File: config.mk
export PLATFORM = sky130hd
export DESIGN_NAME = mips_hazard_scheduler_flat
export DESIGN_NICKNAME = d
export VERILOG_FILES = /design/src/rtl/mips_hazard_scheduler_if.sv /design/src/rtl/mips_hazard_scheduler.sv /design/src/flat_wrapper.sv
export SDC_FILE = /design/constraint.sdc
export NUM_CORES = 1
export LEC_CHECK = 0
export CORE_ASPECT_RATIO = 0.8
export CORE_MARGIN = 2
export CORE_UTILIZATION = 42
export CTS_CLUSTER_DIAMETER = 150
export DETAILED_ROUTE_END_ITERATION = 6
export DONT_BUFFER_PORTS = 1
export HOLD_SLACK_MARGIN = 0.06
export PLACE_DENSITY_LB_ADDON = 0.3
export SYNTH_ARGS = -nofsm -noshare
export SYNTH_HDL_FRONTEND = slang
export SYNTH_SLANG_ARGS = --single-unit
export TNS_END_PERCENT = 1
File: constraint.sdc
create_clock -name CLOCK -period 5 [get_ports CLOCK]
set_input_delay 1 -clock CLOCK [delete_from_list [all_inputs] [get_ports CLOCK]]
set_output_delay 1 -clock CLOCK [all_outputs]
set_load 0.01 [all_outputs]
File: src/rtl/mips_hazard_scheduler_if.sv
// Hazard scheduler <-> core signal bundle.
// master = core side, slave = scheduler side.
interface mips_hazard_scheduler_if #(
  parameter int REG_AW = 5,
  parameter int CNT_W  = 32
);
  logic              id_valid;
  logic [REG_AW-1:0] id_src1;
  logic              id_src1_used;
  logic [REG_AW-1:0] id_src2;
  logic              id_src2_used;
  logic [REG_AW-1:0] id_dest;
  logic              id_dest_wr;
  logic              id_is_load;
  logic              id_is_halt;
  logic              ex_branch_taken;
  logic              stall_if;
  logic              bubble_ex;
  logic              flush;
  logic [1:0]        fwd_a_sel;
  logic [1:0]        fwd_b_sel;
  logic              halt_seen;
  logic [CNT_W-1:0]  stall_cnt;
  logic [CNT_W-1:0]  flush_cnt;

  modport master (
    output id_valid, id_src1, id_src1_used,
    output id_src2, id_src2_used, id_dest,
    output id_dest_wr, id_is_load, id_is_halt,
    output ex_branch_taken,
    input  stall_if, bubble_ex, flush,
    input  fwd_a_sel, fwd_b_sel, halt_seen,
    input  stall_cnt, flush_cnt
  );

  modport slave (
    input  id_valid, id_src1, id_src1_used,
    input  id_src2, id_src2_used, id_dest,
    input  id_dest_wr, id_is_load, id_is_halt,
    input  ex_branch_taken,
    output stall_if, bubble_ex, flush,
    output fwd_a_sel, fwd_b_sel, halt_seen,
    output stall_cnt, flush_cnt
  );
endinterface

File: src/rtl/mips_hazard_scheduler.sv
// MIPS-lite hazard/flow controller: shadow EX/MEM/WB scoreboard, stall, flush, halt drain.
// Build macro FORWARDING_EN: load-use-only hazards plus EX operand forwarding selects.
module mips_hazard_scheduler #(
  parameter int NUM_REGS = 32,
  parameter int REG_AW   = 5,
  parameter int CNT_W    = 32
) (
  input logic CLOCK,
  input logic RESET_N,
  mips_hazard_scheduler_if.slave bus
);

  if ($clog2(NUM_REGS) != REG_AW) begin : g_bad_cfg
    $error("REG_AW must equal clog2(NUM_REGS)");
  end

  typedef struct packed {
    logic              valid;
    logic [REG_AW-1:0] dest;
    logic              dest_wr;
    logic              is_load;
    logic              is_halt;
    logic [REG_AW-1:0] src1;
    logic [REG_AW-1:0] src2;
  } ent_t;

  typedef enum logic [1:0] {
    S_RUN,
    S_DRAIN,
    S_DONE
  } halt_st_t;

  ent_t             r_ex;
  ent_t             r_mem;
  ent_t             r_wb;
  ent_t             w_id;
  halt_st_t         r_hst;
  halt_st_t         w_hst_nxt;
  logic [CNT_W-1:0] r_stall_cnt;
  logic [CNT_W-1:0] r_flush_cnt;
  logic             w_raw;
  logic             w_flush;
  logic             w_hz_stall;
  logic             w_halt_hold;
  logic             w_stall;
  logic             w_issue;
  logic [1:0]       w_fwd_a;
  logic [1:0]       w_fwd_b;
  logic             w_unused;

  function automatic logic hit(
    input ent_t              e,
    input logic [REG_AW-1:0] s,
    input logic              u
  );
    return u & e.valid & e.dest_wr & (e.dest == s);
  endfunction

`ifdef FORWARDING_EN
  function automatic logic [1:0] fwd_sel(
    input logic [REG_AW-1:0] s,
    input ent_t              m,
    input ent_t              w
  );
    logic [1:0] sel;
    sel = 2'b00;
    unique case (1'b1)
      hit(m, s, 1'b1): sel = 2'b01;
      hit(w, s, 1'b1): sel = 2'b10;
      default:         sel = 2'b00;
    endcase
    return sel;
  endfunction
`endif

  assign w_id.valid   = 1'b1;
  assign w_id.dest    = bus.id_dest;
  assign w_id.dest_wr = bus.id_dest_wr;
  assign w_id.is_load = bus.id_is_load;
  assign w_id.is_halt = bus.id_is_halt;
  assign w_id.src1    = bus.id_src1;
  assign w_id.src2    = bus.id_src2;

  // RAW detection against in-flight producers, and EX operand source selects
  always_comb begin
    w_raw   = 1'b0;
    w_fwd_a = 2'b00;
    w_fwd_b = 2'b00;
`ifdef FORWARDING_EN
    w_raw = r_ex.is_load
          & (hit(r_ex, bus.id_src1, bus.id_src1_used)
           | hit(r_ex, bus.id_src2, bus.id_src2_used));
    if (r_ex.valid) begin
      w_fwd_a = fwd_sel(r_ex.src1, r_mem, r_wb);
      w_fwd_b = fwd_sel(r_ex.src2, r_mem, r_wb);
    end
`else
    w_raw = hit(r_ex,  bus.id_src1, bus.id_src1_used)
          | hit(r_ex,  bus.id_src2, bus.id_src2_used)
          | hit(r_mem, bus.id_src1, bus.id_src1_used)
          | hit(r_mem, bus.id_src2, bus.id_src2_used);
`endif
  end

  assign w_flush     = RESET_N & bus.ex_branch_taken;
  assign w_halt_hold = RESET_N & (r_hst != S_RUN);
  assign w_hz_stall  = RESET_N & bus.id_valid & w_raw & ~w_flush;
  assign w_stall     = w_hz_stall | w_halt_hold;
  assign w_issue     = bus.id_valid & ~w_stall & ~w_flush;

  assign bus.stall_if  = w_stall;
  assign bus.bubble_ex = w_stall;
  assign bus.flush     = w_flush;
  assign bus.fwd_a_sel = RESET_N ? w_fwd_a : 2'b00;
  assign bus.fwd_b_sel = RESET_N ? w_fwd_b : 2'b00;
  assign bus.halt_seen = RESET_N & (r_hst == S_DONE);
  assign bus.stall_cnt = r_stall_cnt;
  assign bus.flush_cnt = r_flush_cnt;

  // Shadow pipeline: ID issues into EX or a bubble is inserted
  always_ff @(posedge CLOCK) begin
    if (!RESET_N) begin
      r_ex  <= '0;
      r_mem <= '0;
      r_wb  <= '0;
    end else begin
      r_ex  <= w_issue ? w_id : '0;
      r_mem <= r_ex;
      r_wb  <= r_mem;
    end
  end

  // Halt state register
  always_ff @(posedge CLOCK) begin
    if (!RESET_N) r_hst <= S_RUN;
    else          r_hst <= w_hst_nxt;
  end

  // Halt drain: issued HALT freezes issue, done once it has sat in WB
  always_comb begin
    w_hst_nxt = r_hst;
    unique case (r_hst)
      S_RUN:   if (w_issue & bus.id_is_halt) w_hst_nxt = S_DRAIN;
      S_DRAIN: if (r_wb.valid & r_wb.is_halt) w_hst_nxt = S_DONE;
      S_DONE:  w_hst_nxt = S_DONE;
      default: w_hst_nxt = S_RUN;
    endcase
  end

  // Saturating stall/flush statistics; halt-hold cycles are not hazards
  always_ff @(posedge CLOCK) begin
    if (!RESET_N) begin
      r_stall_cnt <= '0;
      r_flush_cnt <= '0;
    end else begin
      if (w_hz_stall && !w_halt_hold && r_stall_cnt != '1)
        r_stall_cnt <= r_stall_cnt + CNT_W'(1);
      if (w_flush && r_flush_cnt != '1)
        r_flush_cnt <= r_flush_cnt + CNT_W'(1);
    end
  end

  assign w_unused = ^{r_ex, r_mem, r_wb};

endmodule

File: src/flat_wrapper.sv
// flat-port wrapper written by rule: the top's interface ports become plain ports
module mips_hazard_scheduler_flat 
#(
  parameter int NUM_REGS = 32,
  parameter int REG_AW   = 5,
  parameter int CNT_W    = 32
)
  (CLOCK, RESET_N, bus_id_valid, bus_id_src1, bus_id_src1_used, bus_id_src2, bus_id_src2_used, bus_id_dest, bus_id_dest_wr, bus_id_is_load, bus_id_is_halt, bus_ex_branch_taken, bus_stall_if, bus_bubble_ex, bus_flush, bus_fwd_a_sel, bus_fwd_b_sel, bus_halt_seen, bus_stall_cnt, bus_flush_cnt);
  mips_hazard_scheduler_if #(.REG_AW(REG_AW), .CNT_W(CNT_W)) bus_i ();
  input logic CLOCK;
  input logic RESET_N;
  input wire logic [$bits(bus_i.id_valid)-1:0] bus_id_valid;
  input wire logic [$bits(bus_i.id_src1)-1:0] bus_id_src1;
  input wire logic [$bits(bus_i.id_src1_used)-1:0] bus_id_src1_used;
  input wire logic [$bits(bus_i.id_src2)-1:0] bus_id_src2;
  input wire logic [$bits(bus_i.id_src2_used)-1:0] bus_id_src2_used;
  input wire logic [$bits(bus_i.id_dest)-1:0] bus_id_dest;
  input wire logic [$bits(bus_i.id_dest_wr)-1:0] bus_id_dest_wr;
  input wire logic [$bits(bus_i.id_is_load)-1:0] bus_id_is_load;
  input wire logic [$bits(bus_i.id_is_halt)-1:0] bus_id_is_halt;
  input wire logic [$bits(bus_i.ex_branch_taken)-1:0] bus_ex_branch_taken;
  output wire logic [$bits(bus_i.stall_if)-1:0] bus_stall_if;
  output wire logic [$bits(bus_i.bubble_ex)-1:0] bus_bubble_ex;
  output wire logic [$bits(bus_i.flush)-1:0] bus_flush;
  output wire logic [$bits(bus_i.fwd_a_sel)-1:0] bus_fwd_a_sel;
  output wire logic [$bits(bus_i.fwd_b_sel)-1:0] bus_fwd_b_sel;
  output wire logic [$bits(bus_i.halt_seen)-1:0] bus_halt_seen;
  output wire logic [$bits(bus_i.stall_cnt)-1:0] bus_stall_cnt;
  output wire logic [$bits(bus_i.flush_cnt)-1:0] bus_flush_cnt;
  assign bus_i.id_valid = bus_id_valid;
  assign bus_i.id_src1 = bus_id_src1;
  assign bus_i.id_src1_used = bus_id_src1_used;
  assign bus_i.id_src2 = bus_id_src2;
  assign bus_i.id_src2_used = bus_id_src2_used;
  assign bus_i.id_dest = bus_id_dest;
  assign bus_i.id_dest_wr = bus_id_dest_wr;
  assign bus_i.id_is_load = bus_id_is_load;
  assign bus_i.id_is_halt = bus_id_is_halt;
  assign bus_i.ex_branch_taken = bus_ex_branch_taken;
  assign bus_stall_if = bus_i.stall_if;
  assign bus_bubble_ex = bus_i.bubble_ex;
  assign bus_flush = bus_i.flush;
  assign bus_fwd_a_sel = bus_i.fwd_a_sel;
  assign bus_fwd_b_sel = bus_i.fwd_b_sel;
  assign bus_halt_seen = bus_i.halt_seen;
  assign bus_stall_cnt = bus_i.stall_cnt;
  assign bus_flush_cnt = bus_i.flush_cnt;
  mips_hazard_scheduler #(.NUM_REGS(NUM_REGS), .REG_AW(REG_AW), .CNT_W(CNT_W)) u_core (.CLOCK(CLOCK), .RESET_N(RESET_N), .bus(bus_i));
endmodule
== Yosys cells after proc, flatten, opt, wreduce, memory -nomap -nowiden ==
Cells that the tools add are included.
Widths: inputs -> output; s select.

* Register bits after elaboration: 84
* Input port bits: 24
* Output and inout port bits: 72
* Word-level logic and storage cells: 65

* Add/subtract/negate cells: 2
* Equal/unequal tests: 10
* Multiplexer cells: 4
* Bitwise gates (word level): 28
* Reduce and logical (&&, ||, !) cells: 8

{| class="wikitable"
|+ Operators with widths
! kind !! number
|-
| $add 32x1->32 const B || 2
|-
| $ne 32x32->1 const B || 2
|-
| $and 1x1->1 || 22
|-
| $eq 5x5->1 || 4
|-
| $mux 19 || 1
|-
| $pmux 2 s3 || 1
|-
| $mux 2 || 2
|-
| $ne 2x1->1 const B || 2
|-
| $or 1x1->1 || 4
|-
| $reduce_and 2->1 || 2
|-
| $logic_and 1x1->1 || 3
|-
| $eq 2x1->1 const B || 1
|-
| $eq 2x2->1 const B || 1
|-
| $logic_not 2->1 || 1
|-
| $not 1->1 || 2
|-
| $reduce_bool 2->1 || 1
|-
| $logic_not 1->1 || 1
|}

== Depth between registers and ports, before layout ==
Gate-level depths: netlist of the first run.

* Depth in word-level cells: 15
* Gate-level depth with buffers: 9

== Worst setup path before layout of the first run ==
OpenSTA, ideal clock, no wires.

* Kind: input port to output port
* Start: in bus_id_src1[1]
* End: out bus_stall_if
* Arrival: 2.180 ns
* Slack: 1.820 ns
* Stages: 7
* Buffers on the path: 1
* Cells stage by stage: xnor2_1 -> nand4_1 -> o22ai_1 -> or2_2 -> nand2_1 -> a21oi_1 -> buf_4

* Longest elaborated chain between the ends: 8

{| class="wikitable"
|+ Ends and longest elaborated chain
! element !! line !! text
|-
| start, declared || flat_wrapper.sv:13 || <nowiki>input wire logic [$bits(bus_i.id_src1)-1:0] bus_id_src1;</nowiki>
|-
| $eq 5x5->1 || mips_hazard_scheduler.sv:56 || <nowiki>return u & e.valid & e.dest_wr & (e.dest == s);</nowiki>
|-
| $and 1x1->1 || mips_hazard_scheduler.sv:56 ||
|-
| $or 1x1->1 || mips_hazard_scheduler.sv:99 || <nowiki>| hit(r_ex, bus.id_src2, bus.id_src2_used)</nowiki>
|-
| $or 1x1->1 (*) || mips_hazard_scheduler.sv:100 || <nowiki>| hit(r_mem, bus.id_src1, bus.id_src1_used)</nowiki>
|-
| $or 1x1->1 (*) || mips_hazard_scheduler.sv:101 || <nowiki>| hit(r_mem, bus.id_src2, bus.id_src2_used);</nowiki>
|-
| $and 1x1->1 (*) (2 in a row) || mips_hazard_scheduler.sv:107 || <nowiki>assign w_hz_stall = RESET_N & bus.id_valid & w_raw & ~w_flush;</nowiki>
|-
| $or 1x1->1 (*) || mips_hazard_scheduler.sv:108 || <nowiki>assign w_stall = w_hz_stall | w_halt_hold;</nowiki>
|-
| end, declared || flat_wrapper.sv:22 || <nowiki>output wire logic [$bits(bus_i.stall_if)-1:0] bus_stall_if;</nowiki>
|}

Mark *: on every way between the ends. The rest lies on a longest branch, timed or not.

== Worst setup path in the final report of the first run ==
* Start: in bus_id_src2[3]
* End: out bus_stall_if

* Longest elaborated chain between the ends: 8

{| class="wikitable"
|+ Ends and longest elaborated chain
! element !! line !! text
|-
| start, declared || flat_wrapper.sv:15 || <nowiki>input wire logic [$bits(bus_i.id_src2)-1:0] bus_id_src2;</nowiki>
|-
| $eq 5x5->1 || mips_hazard_scheduler.sv:56 ||
|-
| $and 1x1->1 || mips_hazard_scheduler.sv:56 ||
|-
| $or 1x1->1 || mips_hazard_scheduler.sv:99 ||
|-
| $or 1x1->1 || mips_hazard_scheduler.sv:100 ||
|-
| $or 1x1->1 (*) || mips_hazard_scheduler.sv:101 ||
|-
| $and 1x1->1 (*) (2 in a row) || mips_hazard_scheduler.sv:107 ||
|-
| $or 1x1->1 (*) || mips_hazard_scheduler.sv:108 ||
|}

Marked as above.

==> results of run 1 <==
registers in the layout, summed over array words and instances (netlist names):
signal and count:
u_core.r_mem 8, u_core.r_ex 8, u_core.bus.stall_cnt 32, u_core.r_hst 2, u_core.bus.flush_cnt 32, u_core.r_wb 2
power by group through the flow:
stage / combinational, mW / clock [mW] / sequential [mW]
global route: 0.0459 / 0.787 / 0.682
global placement: 0.0396 / 0 / 0.696
CTS: 0.0408 / 0.753 / 0.681
floorplan: 0.0395 / 0 / 0.695
finish: 0.0406 / 0.738 / 0.681
detailed placement: 0.0404 / 0 / 0.696
through the flow:
stage / setup WS, ns / area, µm² / power [mW]
3_5_place_dp: 1.63 / 4210 / 0.737
6_report: 1.62 / 4550 / 1.46
3_3_place_gp: 1.65 / 4210 / 0.736
2_1_floorplan: 1.82 / 4160 / 0.734
5_1_grt: 1.45 / 4550 / 1.51
4_1_cts: 1.63 / 4550 / 1.48
per-layer routing:
metal  track usage [%]  vias up  wire length [µm]
li1                  -     1733                 -
met5                 0        -                 0
met4              5.32        0                85
met1              24.2     1650              4400
met2              30.0       90              4390
met3              7.33        7               759
cells in the final DEF, fill, tap and decap left out, types with 19 or more instances in the layout:
cell type,n
and2_1,20
nand3_1,27
nor2_1,33
nand2_1,36
or3_1,19
dfxtp_1,84
a21oi_1,29
nand4_1,27
o21ai_0,19
xnor2_1,33
cells by family after synthesis:
family | synth area share, %
simple gates | 31.2
flops | 40.6
compound gates | 10.8
xor+xnor | 9.51
buf+inv | 4.11
mux | 2.17
fa+ha+maj | 1.51
other cells | 0.0905
worst paths after layout:
check	start	to	slack [ns]	depth (start not counted)
setup / recovery	bus_id_src2[3]	bus_stall_if	1.62	6
hold / removal	u_core.r_ex[10]$_SDFF_PN0_	u_core.r_mem[10]$_SDFF_PN0_	0.43	1
setup reg to reg	u_core.bus.stall_cnt[10]$_SDFFE_PN0P_	u_core.bus.stall_cnt[7]$_SDFFE_PN0P_	2.38	6
hold reg to reg	u_core.r_ex[10]$_SDFF_PN0_	u_core.r_mem[10]$_SDFF_PN0_	0.43	1
worst max-delay path, delay by kind of cell:
kind                      cells  cell delay, ns
and+or+nand+nor               3            0.38
xor gates and xnor gates      1            0.12
AOI/OAI and AO/OA             2            0.87
cell type report:
cell class / instances / area share (%)
clock buffers: 11 / 5.56
clock inverters: 5 / 1.84
inverters: 14 / 1.16
multi-input cells: 369 / 50.7
flip-flops and latches: 84 / 37.0
well taps: 119 / 3.27
repair buffers: 3 / 0.495
==> metrics, run 1 <==
WL/cell 15.9 µm; P per Cell Area 321 nW/µm²; Avg Cell Area, Syn 8.51 µm²; row cnt 32; setup TNS 0 ns; FFs w/ async S/R, synth 0%; Fin. Hold Viols 0; GP Congestion 0.848; hold slack 0.433 ns; Root Buffer clkbuf_16; vias in the first global route 3389; Most used DFF post-synth dfxtp_1; DIE WIDTH 115 µm; Core Util, Final 47.3%; PortBufs 0; CTS tree yes; Final Net Count 510; cts hold-fix bufs 0; Cells after Synth 487; Post-synth top cells dfxtp_1, nand2_1, nor2_1, xnor2_1, a21oi_1; Tot GR Track Use 19.0%; total die area 10700 µm²; critical path cell sequence xnor2_1 > nand4_1 > o22ai_1 > or2_2 > nand2_1 > a21oi_1; Congestion Overflow GR 0; crit path time final 3.38 ns; synthesized flop and latch total 84; H-Tree Depth 3; final antenna-violating net count 0; total number of yosys warnings 0; I/O pins 96; final cell count without fillers 605; DRT iter0 DRCs 130; # diodes 0; mapped cell area 4150 µm²; FF/Latch Area 1680 µm²; post-synth top area cell dfxtp_1; Critical Path Max Stage Delay 0.48 ns; Max Freq 296 MHz; initial antenna violation count 0; largest net degree at the start of global routing 51; core area 9610 µm²; Post CTS Setup Buffer Count 0; worst-path maximum fanout 5; data required time of the worst path 4.00 ns; DR vias/cell 5.75; switch share 20.7%; Worst path slowest cell a21oi_1; Max-slew headroom 19.0%; Setup Crit Path Kind in -> out; Seq/Total Area, Yosys 40.6%; critical path launch point type primary input; dpl hpwl 6.79 mm; Worst Skew 0.00738 ns; post-CTS resize count 0; Layout area overhead 9.69%; Psw 0.303 mW; Worst Hold Class reg -> reg; Clock Power Share 50.6%; Critical Path Sink Type output pin; Logic pwr share 2.8%; placed cells 589; internal cell power 1.16 mW; Setup violations, final 0; MaxCap Viol Count 0; Max clock buf depth 2; # fillers 931; initial core utilization 43.1%; LEAKAGE 1.44 nW; Area contributors post-synth dfxtp_1, xnor2_1, nand4_1; Distinct cells, synth 49; WP data arrival 2.38 ns; layout cells sized above 1 5.76%; share of the synthesized area in the top cell type 40.6%; DRT Pass-1 Iters 4; Slew Limit Fails 0; Worst-path clk slew 0.06 ns; Tcrit/Tclk final 67.6%; Clk Latency, worst-skew pair 0.34 ns; Vias 3480; worst vdd ir 162 µV; first-pass GRT wire length 16.2 mm; RSZ-0062 raised after global routing false; # DRC 0; register share of total power 46.6%; TritonCTS Buffers 9; most frequent cell after synthesis dfxtp_1; Post-synth EDFFs 0; die height 92.9 µm; multi-input logic area 2300 µm²; drt total wl 9.64 mm; status completed; Worst-Margin Slew 1.20 ns; CTS sink cnt 84
Note: power is estimated with default switching activity, not from simulation.
==> inputs of run 2 (changes only) <==
Clock period 5 ns to 3.1 ns, I/O delays scaled along.
==> metrics, run 2 (same netlist as run 1, synthesis figures left out) <==
DRT iter0 DRCs 173 (was 130); Congestion Overflow GR 0 (unchanged); LEAKAGE 1.45 nW (was 1.44 nW); DRT Pass-1 Iters 5 (was 4); Worst Hold Class in -> reg (was reg -> reg); Final Net Count 515 (was 510); WL/cell 15.6 µm (was 15.9 µm); Fin. Hold Viols 0 (unchanged); Max-slew headroom 45.3% (was 19.0%); Layout area overhead 9.36% (was 9.69%); critical path launch point type flip-flop (was primary input); Setup Crit Path Kind reg -> out (was in -> out); most frequent cells in the layout dfxtp_1, nand2_1, xnor2_1, nor2_1, a21oi_1 (unchanged); Worst Skew 0.00466 ns (was 0.00738 ns); placed cells 594 (was 589); worst setup margin 0.501 ns (was 1.62 ns); Place WS 0.623 ns (was 1.63 ns); Tot GR Track Use 18.5% (was 19.0%); Worst path slowest cell dfxtp_1 (was a21oi_1); Post-Place Cell Area 4250 µm² (was 4210 µm²); WP data arrival 1.98 ns (was 2.38 ns); cts hold-fix bufs 0 (unchanged); PortBufs 0 (unchanged); DIE WIDTH 115 µm (unchanged); Root Buffer clkbuf_16 (unchanged); Buffers & Inverters on Critical Path 1 (was 0); initial core utilization 43.1% (unchanged); H-Tree Depth 3 (unchanged); data required time of the worst path 2.48 ns (was 4.00 ns); initial antenna violation count 0 (unchanged); Tcrit/Tclk final 83.8%; crit path time final 2.60 ns; Setup violations, final 0 (unchanged); CP top delay family compound AO/OA/AOI/OAI gates (unchanged); total die area 10700 µm² (unchanged); vias in the first global route 3193 (was 3389); die height 92.9 µm (unchanged); first-pass GRT wire length 15.8 mm (was 16.2 mm); critical path cell sequence xnor2_1 > nand4_1 > o22ai_1 > or2_2 > nand2_1 > a21oi_1 > buf_4 (was xnor2_1 > nand4_1 > o22ai_1 > or2_2 > nand2_1 > a21oi_1); RSZ-0062 raised after global routing false (unchanged); GP Congestion 0.842 (was 0.848); P per Cell Area 482 nW/µm² (was 321 nW/µm²); worst-path maximum fanout 5 (unchanged); Critical Path Max Stage Delay 0.38 ns (was 0.48 ns); Worst-path clk slew 0.07 ns (was 0.06 ns); final cell count without fillers 610 (was 605); Critical Path Sink Type output pin (unchanged); Slew Limit Fails 0 (unchanged); Tot Pwr 2.19 mW (was 1.46 mW); Post CTS Setup Buffer Count 0 (unchanged); core area 9610 µm² (unchanged); Worst-Margin Slew 0.807 ns (was 1.20 ns); # DRC 0 (unchanged); CTS sink cnt 84 (unchanged); # diodes 0 (unchanged); I/O pins 96 (unchanged); Vias 3470 (was 3480); fin area 4530 µm² (was 4550 µm²); largest net degree at the start of global routing 51 (unchanged); DR vias/cell 5.69 (was 5.75); dpl hpwl 6.89 mm (was 6.79 mm); final antenna-violating net count 0 (unchanged); status completed (unchanged); Clk Latency, worst-skew pair 0.33 ns (was 0.34 ns); MaxCap Viol Count 0 (unchanged); Max Freq 385 MHz; Max clock buf depth 2 (unchanged); layout cells sized above 1 6.72% (was 5.76%); post-CTS resize count 0 (unchanged); setup TNS 0 ns (unchanged); drt total wl 9.53 mm (was 9.64 mm); TritonCTS Buffers 9 (unchanged); commonest non-fill, non-tap cell in the layout dfxtp_1 (unchanged); row cnt 32 (unchanged); hold slack 0.401 ns (was 0.433 ns); CTS tree yes (unchanged); Core Util, Final 47.2% (was 47.3%); worst vdd ir 361 µV (was 162 µV)
## run 2: worst register-to-register path: stages, from the launching register on
cell and delay, ns:
dfxtp_1 0.47, ha_1 0.24, inv_1 0.09, or3_1 0.43, o311ai_1 0.70, nor3_1 0.13
xnor2_1 0.17, nor2_1 0.05
## run 2: layer usage
layer,track usage [%],part of all wire [%],vias up,wire length [µm]
li1,-,-,1749,-
met1,24.6,48,1628,4570
met2,28.3,45,89,4290
met3,6.81,6.6,4,626
met4,5.12,0.48,0,46
met5,0,0,-,0
## run 2: final timing paths
kind	end	depth (start not counted)	slack, ns	startpoint
min	u_core.r_ex[16]$_SDFF_PN0_	1	0.40	bus_id_dest[3]
max reg2reg	u_core.bus.flush_cnt[31]$_SDFFE_PN0P_	7	0.70	u_core.bus.flush_cnt[0]$_SDFFE_PN0P_
min reg2reg	u_core.r_mem[10]$_SDFF_PN0_	1	0.43	u_core.r_ex[10]$_SDFF_PN0_
max	bus_stall_if	7	0.50	u_core.r_ex[15]$_SDFF_PN0_
## run 2: power by group
group	leakage, nW	switching (mW)	total [mW]	internal, mW
Sequential	0.678	0.0101	1.10	1.09
Clock	0.137	0.467	1.02	0.554
Combinational	0.635	0.0382	0.0670	0.0288
## run 2: area by class of cell
| class | count | area [µm²] |
|---|---|---|
| multi-input cells | 369 | 2300 |
| inverters | 14 | 52.6 |
| clock buffers | 9 | 225 |
| clock inverters | 7 | 60.1 |
| well taps | 119 | 149 |
| repair buffers | 8 | 60.1 |
| fillers | 939 | 5080 |
| flip-flops and latches | 84 | 1680 |
